--- config.mk ---
export PLATFORM = sky130hd
export DESIGN_NAME = oconnt_counter
export DESIGN_NICKNAME = d
export VERILOG_FILES = /design/src/rtl/oconnt_counter_pkg.sv /design/src/rtl/oconnt_counter_core.sv /design/src/rtl/oconnt_counter.sv
export SDC_FILE = /design/constraint.sdc
export NUM_CORES = 1
export LEC_CHECK = 0
export BUFFER_PORTS_ARGS = -buffer_cell sky130_fd_sc_hd__buf_2
export CORE_MARGIN = 3
export CORE_UTILIZATION = 44
export DETAILED_ROUTE_END_ITERATION = 8
export PLACE_DENSITY = 0.78
export SYNTH_ARGS = -nofsm -noshare
export SYNTH_HDL_FRONTEND = slang
export SYNTH_SLANG_ARGS = --single-unit
--- constraint.sdc ---
create_clock -name clk -period 2.02 [get_ports clk]
set_input_delay 0.404 -clock clk [delete_from_list [all_inputs] [get_ports clk]]
set_output_delay 0.404 -clock clk [all_outputs]
set_load 0.03 [all_outputs]
--- src/rtl/oconnt_counter_pkg.sv ---
// ---------------------------------------------------------------------------
// oconnt_counter_pkg
// Purpose : shared constants for the oconnt_counter Tiny Tapeout tile.
//           Counter width, prescaler width and the bit positions of the
//           control fields inside ui_in.
// Ports   : none (package)
// ---------------------------------------------------------------------------
package oconnt_counter_pkg;

    localparam int WIDTH   = 8;
    localparam int PS_BITS = 7;

    // Control field positions inside ui_in
    localparam int HOLD_BIT = 0;
    localparam int DOWN_BIT = 1;
    localparam int LOAD_BIT = 2;
    localparam int CLR_BIT  = 3;
    localparam int PS_LSB   = 4;
    localparam int PS_MSB   = 6;

endpackage

--- src/rtl/oconnt_counter_core.sv ---
// ---------------------------------------------------------------------------
// oconnt_counter_core
// Purpose : count register with priority clear > load > hold > step.
//           State changes only on enabled rising edges; reset is synchronous
//           and active-low and overrides everything.
// Ports   :
//   clk     in   clock, rising edge
//   rst_n   in   synchronous active-low reset
//   en      in   state-change enable
//   clr     in   clear count to zero
//   ld      in   load ld_val
//   ld_val  in   WIDTH-bit parallel load value
//   hold    in   freeze count
//   down    in   step direction (1 = decrement)
//   tick    in   step permission for this cycle
//   o_count out  WIDTH-bit count register
// ---------------------------------------------------------------------------
module oconnt_counter_core
    import oconnt_counter_pkg::*;
#(
    parameter int CNT_W = WIDTH
) (
    input  logic             clk,
    input  logic             rst_n,
    input  logic             en,
    input  logic             clr,
    input  logic             ld,
    input  logic [CNT_W-1:0] ld_val,
    input  logic             hold,
    input  logic             down,
    input  logic             tick,
    output logic [CNT_W-1:0] o_count
);

    logic [CNT_W-1:0] r_count;

    always_ff @(posedge clk) begin
        if (!rst_n) begin
            r_count <= '0;
        end else if (en) begin
            if (clr) begin
                r_count <= '0;
            end else if (ld) begin
                r_count <= ld_val;
            end else if (hold) begin
                r_count <= r_count;
            end else if (tick) begin
                // Natural modulo-2^CNT_W wrap in both directions
                r_count <= down ? (r_count - 1'b1) : (r_count + 1'b1);
            end
        end
    end

    assign o_count = r_count;

endmodule

--- src/rtl/oconnt_counter.sv ---
// ---------------------------------------------------------------------------
// oconnt_counter
// Purpose : Tiny Tapeout tile top. 8-bit up/down counter with clear,
//           parallel load and hold; count drives uo_out directly.
// Config  : define COUNTER_PRESCALE_EN to add a free-running prescaler
//           selected by ui_in[6:4] (tick when the low n prescaler bits are
//           all ones). Undefined: a step happens every cycle.
// Ports   :
//   clk      in   clock
//   rst_n    in   synchronous active-low reset
//   ena      in   tile enable; no state change when low
//   ui_in    in   [0] hold [1] down [2] load [3] clear [6:4] prescale [7] unused
//   uio_in   in   parallel load value
//   uo_out   out  current count
//   uio_out  out  tied 0
//   uio_oe   out  tied 0 (all uio pins are inputs)
// ---------------------------------------------------------------------------
module oconnt_counter
    import oconnt_counter_pkg::*;
(
    input  logic       clk,
    input  logic       rst_n,
    input  logic       ena,
    input  logic [7:0] ui_in,
    input  logic [7:0] uio_in,
    output logic [7:0] uo_out,
    output logic [7:0] uio_out,
    output logic [7:0] uio_oe
);

    logic w_hold;
    logic w_down;
    logic w_load;
    logic w_clr;
    logic w_tick;

    assign w_hold = ui_in[HOLD_BIT];
    assign w_down = ui_in[DOWN_BIT];
    assign w_load = ui_in[LOAD_BIT];
    assign w_clr  = ui_in[CLR_BIT];

`ifdef COUNTER_PRESCALE_EN
    logic [PS_BITS-1:0]       r_ps;
    logic [PS_BITS-1:0]       w_ps_mask;
    logic [PS_MSB-PS_LSB:0]   w_ps_n;

    assign w_ps_n = ui_in[PS_MSB:PS_LSB];

    // Mask of the low n prescaler bits; n=0 gives an empty mask -> tick every cycle
    always_comb begin
        w_ps_mask = '0;
        for (int i = 0; i < PS_BITS; i++) begin
            if (i < int'(w_ps_n)) begin
                w_ps_mask[i] = 1'b1;
            end
        end
    end

    assign w_tick = ((r_ps & w_ps_mask) == w_ps_mask);

    // Free-running; clear and load restart the phase so the first step
    // after a load lands exactly 2^n cycles later
    always_ff @(posedge clk) begin
        if (!rst_n) begin
            r_ps <= '0;
        end else if (ena) begin
            if (w_clr || w_load) begin
                r_ps <= '0;
            end else begin
                r_ps <= r_ps + 1'b1;
            end
        end
    end

    logic w_unused;
    assign w_unused = &{1'b0, ui_in[7]};
`else
    assign w_tick = 1'b1;

    logic               w_unused;
    logic [PS_BITS-1:0] w_unused_ps;
    assign w_unused_ps = '0;
    assign w_unused    = &{1'b0, ui_in[7:4], w_unused_ps};
`endif

    oconnt_counter_core #(
        .CNT_W (WIDTH)
    ) u_core (
        .clk     (clk),
        .rst_n   (rst_n),
        .en      (ena),
        .clr     (w_clr),
        .ld      (w_load),
        .ld_val  (uio_in),
        .hold    (w_hold),
        .down    (w_down),
        .tick    (w_tick),
        .o_count (uo_out)
    );

    assign uio_out = 8'h00;
    assign uio_oe  = 8'h00;

endmodule

==> reports/results.ini, run 1 <==
[timing]
fin_crit_ps = 1761
hold_viol_final = 0
clock_skew_ps = 1.744
setup_viol = 0
period_share_pct = 87.17
fmax_mhz = 567.9
slew_viol_final = 0
whs_ps = 402.3
rsz0062_at_grt = false

[logic_synthesis]
ys_seq_area_share_pct = 19.69
syn_area_um2 = 813.3
synth-edff-count = 0
synthArstFlopShare_pct = 0
synthFlopType = dfxtp_1
ys_types = 36
ys_warn_count = 0
ys_seq_elements = 8
synth.avg_cell_area_um2 = 7.746
syn_inst = 105

[setup_path]
crit_chain = buf_2 > inv_1 > fa_1 > nor2b_4 > o31a_1 > o21a_1 > nor3_1 > o32ai_1
slowest_delay_ps = 480
worstPathMaxFanout = 9
setup.worst_path.end_class = flip-flop
rr_startpoint = u_core.o_count[2]
critPathKind = in -> reg
crit_buf_inv = 2
r2r_cells = 6
cpMaxStageDelayCell = fa_1
path_delay_family = compound AO/OA/AOI/OAI gates
crit_path_start_kind = primary input
cp.arrival_ps = 1910
cp.required_ps = 2170
reg2reg_to = u_core.o_count[6]
rrSetupSlack_ps = 300

[clock_tree]
cts_tree = yes
ctsHoldBuffers = 0
cts.sinks = 8
path_clk_slew_ps = 50
cts_made_buffers = 3
cts.path.max_buffers = 2
clockRootBuffer = clkbuf_4
postCtsSetupBuffers = 0
h-tree-depth = 1
insertion_delay_ps = 250
cts_resized = 0

[grt]
grt.total_usage_pct = 15.80
antenna_found_initial = 0
grt_overflow_total = 0
grt_pass1_vias = 705
grt_pass1_wl_um = 2932
grt_max_degree = 16

[route]
drtIter0Drc = 17
vias = 775
drt-total-wl_um = 1880
final_antenna_net_count = 0
drc = 0
via_per_inst = 4.968
wire_per_inst_um = 12.05
first_pass_iters = 4

[worst_hold_path]
holdCritPathClass = in -> reg
hold-path-endpoint = u_core.o_count[4]
worstHoldStart = uio_in[4]
hold_depth = 3

[layout]
diodes = 0
layout-drive-gt1-share_pct = 25.00
largest_reg_flops = 8
finalInstanceArea_um2 = 940.9
fin_util_pct = 58.39
nNetsFinal = 160
fin_cells = 156
fillers = 177
area_growth_pct = 15.69

[power]
pwr-share-clk_pct = 25.4
internal_power_w = 0.0002957
p_comb_share_pct = 38.3
p_leak_nw = 0.4501
seqPwrFrac_pct = 36.3
p_total_w = 0.0004751
p_sw_share_pct = 37.77
netSwitchingPower_w = 0.0001795
peakVddDrop_v = 0.0002758
p_per_area_nw_per_um2 = 505.0

[floorplanning]
fp.dieArea_um2 = 2400
ios = 43
dieWidth_um = 48.99
die_h_um = 48.99
initial_core_util_pct = 50.47
core_area_um2 = 1612
fp-row-count = 14

[placed_design]
placed_cell_area_um2 = 918.4
dp.cells = 153
gp_congestion = 0.7619
numPortBuffers = 22
dpl.hpwl_um = 1574

[flow_run]
max_cap_viol_count = 0

[outcome]
outcome = completed

## per-stage QoR
stage	worst slack (ps)	setup TNS, ps
floorplan	137.0	0
global placement	44.07	0
detailed placement	-4.122	-4.122
CTS	255.4	0
global route	160.2	0
finish	259.2	0
## layer usage
layer  track usage, %  part of all wire [%]  vias up
met5                0                     0        -
met4            2.844                     0        0
met3            7.645                   8.9        0
met2            26.24                    45       34
met1            18.48                    46      342
li1                 -                     -      399
## Yosys cell counts (all sizes together) (2+ instances only)
cell / number / area share (%)
buf: 17 / 15
a21oi: 9 / 5.5
dfxtp: 8 / 20
nor2: 8 / 3.7
nand2: 7 / 3.2
ha: 6 / 9.2
o21ai: 6 / 3.7
nor3: 5 / 3.1
inv: 4 / 1.8
o21a: 4 / 3.7
a22oi: 3 / 2.8
nor2b: 3 / 3.2
and2: 2 / 1.5
o31a: 2 / 2.2
or3: 2 / 1.5
xor2: 2 / 2.2
## cell usage in the layout, fill, tap and decap left out, drive strengths merged, types with 2 or more instances in the layout
master   n
inv      4
dfxtp    8
and2     2
nor3     5
clkbuf   3
buf     27
xor2     2
conb    16
nor2     8
o31a     2
o21a     4
o21ai    6
nand2    7
a21oi    9
or3      2
a22oi    3
nor2b    3
ha       6
## how the worst max path moves through the flow
stage | slack (ps) | cells past startpoint | from | end
6_report | 260 | 8 | ui_in[1] | u_core.o_count[6]
5_1_grt | 160 | 8 | ui_in[1] | u_core.o_count[6]
4_1_cts | 260 | 8 | ui_in[1] | u_core.o_count[6]
3_5_place_dp | -4 | 8 | ui_in[1] | u_core.o_count[6]
3_3_place_gp | 40 | 8 | ui_in[1] | u_core.o_count[4]
2_1_floorplan | 140 | 7 | u_core.o_count[0] | u_core.o_count[4]
## final cells by class
type	instances	area, um2	share of cell area [%]
flip-flops and latches	8	160.2	17.02
clock buffers	3	22.52	2.394
repair buffers	27	147.6	15.69
well taps	24	30.03	3.191
multi-input cells	90	565.5	60.11
inverters	4	15.01	1.596
## logic make-up (layout without fill, tap and decap cells)
| logic type | Yosys count | in the layout | synth area share [%] |
|---|---|---|---|
| AO/OA/AOI/OAI | 33 | 33 | 27.39 |
| AND/OR/NAND/NOR | 32 | 32 | 20.92 |
| buffers and inverters | 22 | 34 | 17.69 |
| flip-flops | 8 | 8 | 19.69 |
| adder cells (fa/ha/maj) | 7 | 7 | 11.69 |
| XOR/XNOR | 2 | 2 | 2.154 |
| other | 1 | 16 | 0.4611 |
## power by group through the flow
stage / combinational, W / clock, W / sequential (W)
after floorplan: 0.000142 / 0 / 0.000189
after global placement: 0.000177 / 0 / 0.000175
after detailed placement: 0.000181 / 0 / 0.000176
after CTS: 0.000182 / 0.000125 / 0.000172
after global routing: 0.000200 / 0.000139 / 0.000173
final: 0.000182 / 0.000121 / 0.000172
## tightest hold or removal path, stage by stage
cell      delay (ps)
buf_2             80
a222oi_1          50
nor2_1            80
No activity file was read; power rests on OpenSTA's default activity.
==> inputs of run 2 (changes only) <==
--- a/config.mk
+++ b/config.mk
@@ -5,10 +5,12 @@
 export SDC_FILE = /design/constraint.sdc
 export NUM_CORES = 1
 export LEC_CHECK = 0
+export ABC_AREA = 1
 export BUFFER_PORTS_ARGS = -buffer_cell sky130_fd_sc_hd__buf_2
 export CORE_MARGIN = 3
 export CORE_UTILIZATION = 44
 export DETAILED_ROUTE_END_ITERATION = 8
+export HOLD_SLACK_MARGIN = 0.05
 export PLACE_DENSITY = 0.78
 export SYNTH_ARGS = -nofsm -noshare
 export SYNTH_HDL_FRONTEND = slang
==> run 2 against run 1 <==
  * Cell count rose by 15%
  * Non-clock buffer count fell by 5
  * Routed wire length fell by 12%
  * Synthesized area rose by 2.9%
  * Critical path depth rose by 2
  * Clock-buffer cell count did not move
  * Design area fell by 1.2%
  * Via count rose by 2.7%
  * Synthesized cell count rose by 25%
  * Clock power barely moved
  * Sequential power barely moved
==> reports/results.ini, run 2 <==
[timing]
period_share_pct = 80.37
hold_viol_final = 0
clock_skew_ps = 1.508
fmax_mhz = 615.9
rsz0062_at_grt = false
setup_ws_ps = 396.5
fin_tns_setup_ps = 0
slew_viol_final = 0
fin_crit_ps = 1624
setup_viol = 0

[floorplanning]
ios = 43
initial_core_util_pct = 47.45
die_h_um = 49.62
core_area_um2 = 1764
dieWidth_um = 49.62
fp-row-count = 15
fp.dieArea_um2 = 2462

[grt]
grt_max_degree = 18
antenna_found_initial = 0
grt_overflow_total = 0
grt.total_usage_pct = 14.42
grt_pass1_wl_um = 2842
grt_pass1_vias = 697

[layout]
final_common_cell = nand2_1
multi_input_area_um2 = 541.8
fin_cells = 179
diodes = 0
area_growth_pct = 11.06
layout_common_cells = nand2_1 (35), buf_2 (22), conb_1 (16), inv_1 (13), nor2_1 (11)
register_area_um2 = 160.2
fillers = 188
nNetsFinal = 182
layout-drive-gt1-share_pct = 20.13
largest_reg_flops = 8

[route]
vias = 796
first_pass_iters = 3
drc = 0
wire_per_inst_um = 9.257
drtIter0Drc = 1
final_antenna_net_count = 0
drt-total-wl_um = 1657
via_per_inst = 4.447

[clock_tree]
path_clk_slew_ps = 50
cts_resized = 0
cts_tree = yes
insertion_delay_ps = 250
h-tree-depth = 1
ctsHoldBuffers = 0
cts.sinks = 8
cts_made_buffers = 3
cts.path.max_buffers = 2
clockRootBuffer = clkbuf_4
postCtsSetupBuffers = 0

[setup_path]
critPathKind = reg -> reg
cp.required_ps = 2150
worstPathMaxFanout = 5
setup.worst_path.end_class = flip-flop
crit_path_start_kind = flip-flop
rrSetupSlack_ps = 400
cp.arrival_ps = 1760

[placed_design]
dp_worst_setup_slack_ps = 140.5
numPortBuffers = 22
dpl.hpwl_um = 1359
gp_congestion = 0.7220
dp.cells = 176

[logic_synthesis]
synth_top_area_cell = dfxtp_1
syn_inst = 131
ys_warn_count = 0
synth.avg_cell_area_um2 = 6.390
synth-edff-count = 0
ys_seq_elements = 8
ys_seq_area_share_pct = 19.13
ys_top_cells_by_count = nand2_1 (35), buf_4 (17), inv_1 (13)
synth.area.top_cells = dfxtp_1 (19%), nand2_1 (16%), buf_4 (15%)
synth_top_area_share_pct = 19.13
ys_types = 21
synth_most_common_cell = nand2_1
syn_area_um2 = 837.1
synthArstFlopShare_pct = 0
synthFlopType = dfxtp_1

[power]
pwr-share-clk_pct = 25.2
peakVddDrop_v = 0.0003435
p_total_w = 0.0004792
p_per_area_nw_per_um2 = 515.4
seqPwrFrac_pct = 36.2
p_sw_share_pct = 39.23
p_leak_nw = 0.5229
internal_power_w = 0.0002912
p_comb_share_pct = 38.6
netSwitchingPower_w = 0.0001880

[outcome]
outcome = completed

[flow_run]
max_cap_viol_count = 0

[worst_hold_path]
holdCritPathClass = in -> reg

[run 2: changes by cell type after synthesis, moves of 3 or more]
cell,previous run,this run
nor2_1,8,11
o21a_1,4,0
nor3_1,5,0
inv_1,4,13
inv_2,0,3
o211ai_1,1,4
nand3_1,0,10
nand2_1,7,35
nand3b_1,0,3
o21ai_0,5,0
a22oi_1,3,0
[run 2: path summary, 6_finish.rpt]
check	from	endpoint	cells past startpoint
max	u_core.o_count[0]	u_core.o_count[4]	10
min reg2reg	u_core.o_count[6]	u_core.o_count[6]	2
min	uio_in[1]	u_core.o_count[1]	3
max reg2reg	u_core.o_count[0]	u_core.o_count[4]	10
[run 2: logic make-up after synthesis]
logic type               after synthesis  share of synthesized area (%)
AND/OR/NAND/NOR                       65                          34.08
buffers and inverters                 34                          22.87
adder cells (fa/ha/maj)                7                          11.36
XOR/XNOR                               2                          2.093
AO/OA/AOI/OAI                         14                          10.01
flip-flops                             8                          19.13
other                                  1                         0.4480
[run 2: cell type report]
cell class / count / share of cell area [%]
repair buffers: 22 / 11.84
flip-flops and latches: 8 / 17.23
well taps: 25 / 3.365
inverters: 17 / 6.864
multi-input cells: 104 / 58.28
clock buffers: 3 / 2.423
[run 2: per-stage QoR]
step	util [%]	hold WS [ps]	area, um2
final	52.70	458.3	929.6
after global routing	52.70	461.7	929.6
after CTS	52.70	450.8	929.6
after detailed placement	51.42	488.7	907.1
after global placement	51.42	473.6	907.1
after floorplan	-	605.2	893.4
[run 2: critical path, cell delays in order (launching register included)]
cell and delay, ps:
dfxtp_1 390, inv_1 80, fa_1 420, inv_1 70
nand2_1 50, nand2_1 70, and2_4 140, or2_0 100
nand3_1 70, nand2_1 80, a21oi_2 50
[run 2: power groups by stage]
stage / registers [W] / clock network [W] / logic [W]
6_report: 0.000173 / 0.000121 / 0.000185
3_3_place_gp: 0.000176 / 0 / 0.000181
3_5_place_dp: 0.000177 / 0 / 0.000185
2_1_floorplan: 0.000192 / 0 / 0.000153
5_1_grt: 0.000175 / 0.000134 / 0.000209
4_1_cts: 0.000173 / 0.000123 / 0.000186
[run 2: per-layer routing]
metal  track usage [%]  vias up  share of wire [%]
met3            0.9063        4                4.7
met2             25.55       25                 48
met1             17.46      336                 45
met5                 0        -                  0
met4             6.912        0                1.5
li1                  -      431                  -
==> inputs of run 3 (changes only) <==
--- a/config.mk
+++ b/config.mk
@@ -5,7 +5,7 @@
 export SDC_FILE = /design/constraint.sdc
 export NUM_CORES = 1
 export LEC_CHECK = 0
-export ABC_AREA = 1
+export ABC_AREA = 0
 export BUFFER_PORTS_ARGS = -buffer_cell sky130_fd_sc_hd__buf_2
 export CORE_MARGIN = 3
 export CORE_UTILIZATION = 44
==> constraint.sdc (replaced) <==
create_clock -name clk -period 1.5 [get_ports clk]
set_input_delay 0.3 -clock clk [delete_from_list [all_inputs] [get_ports clk]]
set_output_delay 0.3 -clock clk [all_outputs]
set_load 0.03 [all_outputs]
==> run 3 against run 2 <==
  * The flow now finishes with violations (negative setup slack)
  * Combinational power rose by 59%
  * Worst hold slack got worse by 170 ps
  * Cell count fell by 5.6%
  * Clock power rose by 59%
  * Fmax rose by 1.3%
  * Non-clock buffer count rose by 17
  * Largest cell class unchanged
==> reports/results.ini, run 3 (synthesis results as in run 1) <==
[layout]
diodes = 0
layout-drive-gt1-share_pct = 42.76
final_common_cell = buf_2
area_growth_pct = 38.00
fillers = 139
nNetsFinal = 172
layout_common_cells = buf_2 (22), conb_1 (16), buf_4 (16), nor2_1 (8), a21oi_1 (8)
largest_reg_flops = 8

[placed_design]
gp_congestion = 0.8975
dpl.hpwl_um = 1674
dp_worst_setup_slack_ps = -398.1
numPortBuffers = 22

[setup_path]
cpMaxStageDelayCell = dfxtp_4
crit_buf_inv = 0
r2r_cells = 6
path_common_cell = o21a_1
setup.worst_path.end_class = flip-flop
cp.arrival_ps = 1770
path_delay_family = compound AO/OA/AOI/OAI gates
crit_path_start_kind = flip-flop
rrSetupSlack_ps = -100
rr_startpoint = u_core.o_count[2]
critPathKind = reg -> reg
worstPathMaxFanout = 4
reg2reg_to = u_core.o_count[6]
slowest_delay_ps = 350
crit_chain = ha_4 > nor2b_4 > o31a_1 > o21a_1 > o21a_1 > o32ai_2
cp.required_ps = 1670

[route]
drtIter0Drc = 27
drc = 0
via_per_inst = 5.166
vias = 873
drt-total-wl_um = 2113
wire_per_inst_um = 12.50
final_antenna_net_count = 0
first_pass_iters = 5

[timing]
period_share_pct = 106.8
slew_viol_final = 0
rsz0062_at_grt = true
fmax_mhz = 624.2
fin_tns_setup_ps = -316.1
fin_crit_ps = 1602
hold_viol_final = 0
setup_viol = 6
setup_ws_ps = -102.0
clock_skew_ps = 9.325

[grt]
grt_pass1_vias = 727
grt_max_degree = 16
grt_overflow_total = 0
grt.total_usage_pct = 17.42
antenna_found_initial = 0
grt_pass1_wl_um = 3353

[floorplanning]
ios = 43
initial_core_util_pct = 50.47
dieWidth_um = 48.99
die_h_um = 48.99
fp-row-count = 14
core_area_um2 = 1612
fp.dieArea_um2 = 2400

[power]
p_leak_nw = 0.5173
p_per_area_nw_per_um2 = 637.2
p_total_w = 0.0007151
peakVddDrop_v = 0.0005862

[clock_tree]
cts.sinks = 8
cts.path.max_buffers = 2
path_clk_slew_ps = 70
insertion_delay_ps = 270
cts_tree = yes
cts_made_buffers = 3
h-tree-depth = 1
clockRootBuffer = clkbuf_4

[outcome]
outcome = finished, violations left
violations = negative setup slack

[worst_hold_path]
worstHoldStart = uio_in[4]
hold_depth = 3
holdCritPathClass = in -> reg
hold-path-endpoint = u_core.o_count[4]

[flow_run]
max_cap_viol_count = 0

==> run 3: cell types whose count changed in the layout (fill, tap and decap cells not counted), sizes merged, moves of 3 or more <==
cell,delta
inv,-12
nor2,-3
buf,+17
o21ai,+6
o211ai,-3
a22oi,+3
or2,-3
nor2b,+3
o21a,+4
nor3,+5
nand2,-29
nand3b,-3
nand3,-10
==> run 3: worst max-delay path by stage <==
| stage | cells after the start | start | slack, ps | to |
|---|---|---|---|---|
| detailed placement | 8 | ui_in[1] | -400 | u_core.o_count[7] |
| CTS | 6 | u_core.o_count[2] | -120 | u_core.o_count[6] |
| global placement | 8 | ui_in[1] | -320 | u_core.o_count[6] |
| global route | 7 | u_core.o_count[1] | -160 | u_core.o_count[2] |
| finish | 6 | u_core.o_count[2] | -100 | u_core.o_count[6] |
| floorplan | 6 | u_core.o_count[2] | -80 | u_core.o_count[6] |
==> run 3: per-layer routing <==
metal,global-route usage (%),part of all wire [%],up-vias
met5,0,0,-
met4,6.161,0.99,0
met3,4.587,7.6,2
met2,27.83,46,43
met1,22.39,45,401
li1,-,-,427
==> run 3: area by class of cell <==
type | instances | area (um2) | area share (%)
multi-input combinational | 90 | 628.1 | 55.96
timing repair buffer | 39 | 241.5 | 21.52
sequential | 8 | 181.4 | 16.16
tap | 24 | 30.03 | 2.676
clock buffer | 4 | 26.28 | 2.341
inverter | 4 | 15.01 | 1.338
==> run 3: per-stage QoR <==
step           hold WS, ps  utilization (%)  instances  area, um2
5_1_grt              317.4            69.64        169       1122
6_report             289.7            69.64        169       1122
3_5_place_dp         522.8            65.92        164       1062
3_3_place_gp         514.6            65.92        164       1062
4_1_cts              288.9            68.56        169       1105
2_1_floorplan        419.4                -        120      930.9
==> run 3: repair_timing <==
item / CTS / global route
buffers inserted: 1 / 0
hold buffers: 0 / 0
setup endpoints to repair: 4 / 6
resized for setup: 3 / 4
pin swaps: 8 / 3
==> run 3: worst reg2reg max path, stage by stage, from the launching register on <==
cell and delay (ps):
dfxtp_4 350, ha_4 220, nor2b_4 130, o31a_1 250, o21a_1 190, o21a_1 180, o32ai_2 180
==> run 3: report_power, final <==
group | leakage, nW | internal [W] | switching (W) | total, W
sequential | 0.0699 | 0.000218 | 0.00000982 | 0.000228
clock | 0.0150 | 0.000103 | 0.0000897 | 0.000192
combinational | 0.432 | 0.000117 | 0.000178 | 0.000295
